## config.mk

```make
export PLATFORM = sky130hd
export DESIGN_NAME = motor_commutation_ctrl
export DESIGN_NICKNAME = d
export VERILOG_FILES = /design/src/rtl/motor_commutation_ctrl.sv
export SDC_FILE = /design/constraint.sdc
export NUM_CORES = 1
export LEC_CHECK = 0
export CORE_UTILIZATION = 49
export CTS_BUF_LIST = sky130_fd_sc_hd__clkbuf_16
export DETAILED_ROUTE_END_ITERATION = 6
export PLACE_DENSITY = 0.8
export SLEW_MARGIN = 20
export SYNTH_ARGS = -nofsm -noshare
export SYNTH_HDL_FRONTEND = slang
export SYNTH_SLANG_ARGS = --single-unit
```

## constraint.sdc

```tcl
create_clock -name i_clk -period 5.55 [get_ports i_clk]
set_input_delay 0.8325 -clock i_clk [delete_from_list [all_inputs] [get_ports i_clk]]
set_output_delay 0.8325 -clock i_clk [all_outputs]
set_load 0.02 [all_outputs]
```

## src/rtl/motor_commutation_ctrl.sv

```systemverilog
`default_nettype none
// ============================================================================
// Module   : motor_commutation_ctrl
// Purpose  : BLDC startup and commutation sequencer. Walks the motor from
//            standstill through rotor alignment and an open-loop forced
//            commutation ramp. Hands over to encoder-driven commutation once
//            the measured speed is high enough, and latches a stall fault.
// Ports    : i_clk/i_rst           - clock, synchronous active-high reset
//            i_enable/i_brake      - level run and brake requests
//            i_enc_step            - encoder step pulse (stall watchdog kick)
//            i_speed/i_speed_valid - measured speed and its qualifier
//            i_fault_clear         - fault acknowledge (needs i_enable=0)
//            i_param_*             - alignment, ramp, threshold, stall settings
//            o_force_step_trigger/o_force_step_value - forced step to pattern gen
//            o_bypass_power        - 1 except in RUN
//            o_brake               - 1 in BRAKE and FAULT
//            o_state               - IDLE=0 ALIGN=1 RAMP=2 RUN=3 BRAKE=4 FAULT=5
//            o_fault               - latched stall fault
// Revision : 1.0 - initial release
// ============================================================================
module motor_commutation_ctrl #(
    parameter int K_SPDWIDTH = 15,
    parameter int K_TMRWIDTH = 16,
    parameter int K_NSTEPS   = 6
) (
    input  logic                  i_clk,
    input  logic                  i_rst,
    input  logic                  i_enable,
    input  logic                  i_brake,
    input  logic                  i_enc_step,
    input  logic [K_SPDWIDTH-1:0] i_speed,
    input  logic                  i_speed_valid,
    input  logic                  i_fault_clear,
    input  logic [K_TMRWIDTH-1:0] i_param_align_time,
    input  logic [K_TMRWIDTH-1:0] i_param_ramp_start,
    input  logic [K_TMRWIDTH-1:0] i_param_ramp_min,
    input  logic [K_TMRWIDTH-1:0] i_param_ramp_dec,
    input  logic [K_SPDWIDTH-1:0] i_param_spd_thr_hi,
    input  logic [K_SPDWIDTH-1:0] i_param_spd_thr_lo,
    input  logic [K_TMRWIDTH-1:0] i_param_stall_time,
    output logic                  o_force_step_trigger,
    output logic [2:0]            o_force_step_value,
    output logic                  o_bypass_power,
    output logic                  o_brake,
    output logic [2:0]            o_state,
    output logic                  o_fault
);

    localparam logic [2:0] c_S_IDLE  = 3'd0;
    localparam logic [2:0] c_S_ALIGN = 3'd1;
    localparam logic [2:0] c_S_RAMP  = 3'd2;
    localparam logic [2:0] c_S_RUN   = 3'd3;
    localparam logic [2:0] c_S_BRAKE = 3'd4;
    localparam logic [2:0] c_S_FAULT = 3'd5;

    localparam logic [2:0]            c_LAST_IDX = 3'(K_NSTEPS - 1);
    localparam logic [K_TMRWIDTH-1:0] c_TMR_ZERO = '0;
    localparam logic [K_TMRWIDTH-1:0] c_TMR_ONE  = {{(K_TMRWIDTH-1){1'b0}}, 1'b1};

    logic [2:0]            r_state;
    logic [K_TMRWIDTH-1:0] r_timer;
    logic [K_TMRWIDTH-1:0] r_period;
    logic [2:0]            r_step_idx;
    logic                  r_trig;
    logic [2:0]            r_val;
    logic                  r_bypass;
    logic                  r_brake;
    logic                  r_fault;

    logic [2:0]            w_nxt_state;
    logic [K_TMRWIDTH-1:0] w_nxt_timer;
    logic [K_TMRWIDTH-1:0] w_nxt_period;
    logic [2:0]            w_nxt_idx;
    logic                  w_nxt_trig;
    logic [2:0]            w_nxt_val;

    logic [K_TMRWIDTH-1:0] w_timer_inc;
    logic [K_TMRWIDTH-1:0] w_period_eff;
    logic                  w_ramp_expire;
    logic [K_TMRWIDTH-1:0] w_period_dec;
    logic [2:0]            w_idx_next;

    // Timer saturates at all-ones so long waits never alias to short ones.
    assign w_timer_inc   = (&r_timer) ? r_timer : r_timer + c_TMR_ONE;
    // A zero period behaves as one cycle per step.
    assign w_period_eff  = (r_period == c_TMR_ZERO) ? c_TMR_ONE : r_period;
    assign w_ramp_expire = (r_timer >= (w_period_eff - c_TMR_ONE));
    // Shrink the step period, never below the floor (also covers underflow).
    assign w_period_dec  = ((r_period < i_param_ramp_dec) ||
                            ((r_period - i_param_ramp_dec) < i_param_ramp_min))
                           ? i_param_ramp_min : (r_period - i_param_ramp_dec);
    assign w_idx_next    = (r_step_idx >= c_LAST_IDX) ? 3'd0 : r_step_idx + 3'd1;

    always_comb begin
        w_nxt_state  = r_state;
        w_nxt_timer  = r_timer;
        w_nxt_period = r_period;
        w_nxt_idx    = r_step_idx;
        w_nxt_trig   = 1'b0;
        w_nxt_val    = r_val;
        if (r_state == c_S_FAULT) begin
            // Fault is sticky: only an acknowledge with the run request
            // dropped releases it.
            if (i_fault_clear && !i_enable) begin
                w_nxt_state = c_S_IDLE;
                w_nxt_timer = c_TMR_ZERO;
            end
        end else if (i_brake) begin
            w_nxt_state = c_S_BRAKE;
            w_nxt_timer = c_TMR_ZERO;
        end else if (!i_enable && ((r_state == c_S_ALIGN) || (r_state == c_S_RAMP) ||
                                   (r_state == c_S_RUN))) begin
            w_nxt_state = c_S_IDLE;
            w_nxt_timer = c_TMR_ZERO;
        end else begin
            case (r_state)
                c_S_IDLE: begin
                    if (i_enable) begin
                        // Kick the pattern generator to step 0 for alignment.
                        w_nxt_state = c_S_ALIGN;
                        w_nxt_idx   = 3'd0;
                        w_nxt_timer = c_TMR_ZERO;
                        w_nxt_trig  = 1'b1;
                        w_nxt_val   = 3'd0;
                    end
                end
                c_S_ALIGN: begin
                    if (r_timer == i_param_align_time) begin
                        w_nxt_state  = c_S_RAMP;
                        w_nxt_period = i_param_ramp_start;
                        w_nxt_timer  = c_TMR_ZERO;
                    end else begin
                        w_nxt_timer = w_timer_inc;
                    end
                end
                c_S_RAMP: begin
                    // Handover beats a coincident step expiry: no pulse issued.
                    if (i_speed_valid && (i_speed >= i_param_spd_thr_hi)) begin
                        w_nxt_state = c_S_RUN;
                        w_nxt_timer = c_TMR_ZERO;
                    end else if (w_ramp_expire) begin
                        w_nxt_idx    = w_idx_next;
                        w_nxt_val    = w_idx_next;
                        w_nxt_trig   = 1'b1;
                        w_nxt_timer  = c_TMR_ZERO;
                        w_nxt_period = w_period_dec;
                    end else begin
                        w_nxt_timer = w_timer_inc;
                    end
                end
                c_S_RUN: begin
                    // Stall check first so it wins over a low-speed fallback.
                    if ((i_param_stall_time != c_TMR_ZERO) &&
                        (r_timer >= i_param_stall_time)) begin
                        w_nxt_state = c_S_FAULT;
                    end else if (i_speed_valid && (i_speed < i_param_spd_thr_lo)) begin
                        w_nxt_state  = c_S_RAMP;
                        w_nxt_period = i_param_ramp_start;
                        w_nxt_timer  = c_TMR_ZERO;
                    end else begin
                        w_nxt_timer = i_enc_step ? c_TMR_ZERO : w_timer_inc;
                    end
                end
                c_S_BRAKE: begin
                    // Reached only with i_brake low; always pass through IDLE.
                    w_nxt_state = c_S_IDLE;
                    w_nxt_timer = c_TMR_ZERO;
                end
                default: begin
                    w_nxt_state = c_S_IDLE;
                    w_nxt_timer = c_TMR_ZERO;
                end
            endcase
        end
    end

    always_ff @(posedge i_clk) begin
        if (i_rst) begin
            r_state    <= c_S_IDLE;
            r_timer    <= c_TMR_ZERO;
            r_period   <= c_TMR_ZERO;
            r_step_idx <= 3'd0;
            r_trig     <= 1'b0;
            r_val      <= 3'd0;
            r_bypass   <= 1'b1;
            r_brake    <= 1'b0;
            r_fault    <= 1'b0;
        end else begin
            r_state    <= w_nxt_state;
            r_timer    <= w_nxt_timer;
            r_period   <= w_nxt_period;
            r_step_idx <= w_nxt_idx;
            r_trig     <= w_nxt_trig;
            r_val      <= w_nxt_val;
            // Level outputs follow the state being entered on this edge.
            r_bypass   <= (w_nxt_state != c_S_RUN);
            r_brake    <= (w_nxt_state == c_S_BRAKE) || (w_nxt_state == c_S_FAULT);
            r_fault    <= (w_nxt_state == c_S_FAULT);
        end
    end

    assign o_force_step_trigger = r_trig;
    assign o_force_step_value   = r_val;
    assign o_bypass_power       = r_bypass;
    assign o_brake              = r_brake;
    assign o_state              = r_state;
    assign o_fault              = r_fault;

endmodule
`default_nettype wire

```

==> results.tsv <==
metric	value	unit
slew margin rel.	0.3812	
Final #Nets	1105	
Post-DRT Antenna Nets	0	
Area contributors post-synth	ha_1, dfxtp_1, inv_1, xnor2_1, a21oi_1	
Vias/cell	6.225	
Synth Area in XOR/XNOR	0.06235	
Synth top cells by count	ha_1, inv_1, nand2_1	
# DRC	0	
row count	38	
Final Cell Area	0.007365	sq mm
gr usage total	0.3054	
worst path arrival time	5.18	ns
ys async rst share	0	
fmax	199.9	MHz
post-synth top area cell	ha_1	
Main synth FF type	dfxtp_1	
chip width	109.1	um
status	complete, no violations	
PwrDens	138.3	mW/mm^2
die area	0.01190	sq mm
CTS Hold Bufs	0	
# diodes	0	
# port buffers	141	
internal reg-to-reg setup slack	0.59	ns
Pwr Total	1.019	mW
TritonCTS clock tree	yes	
largest family of logic cells by synthesized area	compound AO/OA/AOI/OAI gates	
I/O pin count	142	
endpoints failing setup	0	
P&R area growth vs syn	31.06	%
proportion of layout cells with a drive suffix above 1	0.03995	
initial antenna violation count	1	
final hold violation count	0	
Num CTS Buffers	5	
clk_lat worst skew	0.28	ns
Die H	109.1	um
RSZ-0062 raised after global routing	false	
FILL cells	919	
Worst R2R Path Depth	19	
Adder-Cell Fraction of Synth Area	0.2173	
Setup Buffers After CTS	0	
Yosys cell types	68	
worst r2r src	r_period[2]	
nature of the critical path startpoint	primary input	
CORE AREA	0.01098	sq mm
HP Start	o_force_step_value[2]	
Clock Skew	0.006348	ns
Post-Route Utilization	0.6705	
WL/cell	17.81	um
WHS Path Cells	2	
multiplexer share of the synthesized area	0	
Initial Utilization	0.5116	
Synth Instances	738	
gpl congestion	0.9680	
fin. max-slew vios	0	
LEAKAGE	3.111	nW
setup TNS	0	ns
via count	6325	
maximum number of pins on one net before global-route repair	36	
number of synthesized flops with an enable pin	0	
count leader, synth	ha_1	
r2r endpoint	r_period[5]	
post-synth top area share	0.2138	
H-tree depth	2	
Sink Count	42	
worst vdd ir	0.1039	mV
vias in the first global route	6100	
CP Capture Type	flop	
post-synthesis compound-gate area fraction	0.2725	
Max Root-Sink Buffers	2	
Post-DP Area	0.007206	sq mm
Tcrit/Tclk final	0.9013	
synth warn	0	
sequential share of the synthesized area	0.1496	
Synthesized Nets	967	
gr ovfl total	0	
simple-gate share of the synthesized area	0.2191	
actual slew at the worst max-slew pin	0.9248	ns
Yosys reg bits	42	
min-delay worst type	flop to flop	
Crit Path Class	primary input to flop	
Hold Crit Endpoint	o_force_step_value[2]	
first-pass GRT wire length	28.71	mm
dpl hpwl	14.54	mm
Mean Syn Cell Area	7.614	sq um
WL final	18.10	mm
Final min period	5.002	ns
Max-cap violations	0	
critical path data required time	5.73	ns
PostCTS Resize Cnt	0	
crit path max fanout	14	
Starting DRT DRC Count	479	
Post-Syn Area	0.005619	sq mm
Worst-path clk slew	0.06	ns
root buffer cell	clkbuf_16	
drt first pass iters	7	
[cell usage in the layout (no fill, tap or decap), types with 6 or more instances in the layout]
cell / count
o211ai_1: 9
a32o_1: 10
nand4_1: 15
a21oi_1: 46
nand3_1: 29
o41ai_1: 6
and3_1: 7
o31ai_1: 10
o21ai_0: 37
xnor2_1: 34
a21o_1: 15
nor3_1: 32
a211oi_1: 19
nor2_1: 29
nand2_1: 50
dfxtp_1: 42
ha_1: 96
a31oi_1: 15
buf_4: 13
xor2_1: 6
or4_1: 10
inv_1: 91
clkdlybuf4s50_1: 141
nand2b_1: 14
nor4_1: 10
[power breakdown]
group	switching (mW)	total, mW	internal (mW)
registers	0.00429	0.309	0.304
clock network	0.123	0.331	0.208
logic	0.184	0.379	0.195
[through the flow]
| stage | hold WS (ns) | std cells | worst slack, ns |
|---|---|---|---|
| 2_1_floorplan | 0.5080 | 738 | 1.286 |
| 3_3_place_gp | 0.4715 | 1009 | 0.4769 |
| 3_5_place_dp | 0.4889 | 1009 | 0.3778 |
| 4_1_cts | 0.4975 | 1016 | 0.6295 |
| 5_1_grt | 0.5250 | 1016 | 0.1483 |
| 6_report | 0.4950 | 1016 | 0.5477 |
[metal layers]
layer	GRT usage	up-vias	part of all wire
met5	0	-	0
met4	0.1207	0	0.029
met3	0.02451	48	0.065
met2	0.5449	289	0.47
met1	0.3767	2937	0.43
li1	-	3051	-
[how the worst max path moves through the flow]
stage                              from            to  slack (ns)  cells past startpoint
floorplan           i_param_ramp_dec[0]  r_period[15]        1.29                     17
global placement    i_param_ramp_dec[0]  r_period[15]        0.48                     17
detailed placement  i_param_ramp_dec[5]  r_period[15]        0.38                     17
CTS                         r_period[2]   r_period[6]        0.63                     19
global route        i_param_ramp_dec[5]  r_period[15]        0.15                     17
finish              i_param_ramp_dec[5]  r_period[15]        0.55                     17
[state kept, by name, summed over array words and instances, names as in the netlist]
name	count
o_bypass_power	1
o_state	3
o_force_step_value	3
o_brake	1
o_force_step_trigger	1
o_fault	1
r_timer	16
r_period	16
[worst max-delay path, cell delays in order]
cell and delay (ns):
clkdlybuf4s50_1 0.46, inv_1 0.04, ha_1 0.32, o21ai_0 0.11, a21boi_1 0.32, o21ai_0 0.18, a2111oi_2 0.60, o21a_1 0.20
o311a_1 0.19, inv_1 0.05, ha_1 0.29, nand4_1 0.13, nor3_1 0.27, a211o_1 0.49, a21oi_1 0.13, a311o_1 0.34
a32o_1 0.24
[logic make-up after synthesis]
| group | count (synthesis) |
|---|---|
| and+or+nand+nor | 229 |
| adders and majority gates | 97 |
| AOI/OAI and AO/OA | 216 |
| xor gates and xnor gates | 40 |
| buffers and inverters | 114 |
| DFF | 42 |
[area by class of cell]
cell class,instances,area [sq um],area share
clock buffer,5,125.1,0.01699
clock inverter,2,33.78,0.004587
inverter,91,341.6,0.04638
multi-input combinational,582,4339,0.5892
sequential,42,840.8,0.1142
tap,140,175.2,0.02379
timing repair buffer,154,1509,0.2049
Power figures use the tool's default switching activity.
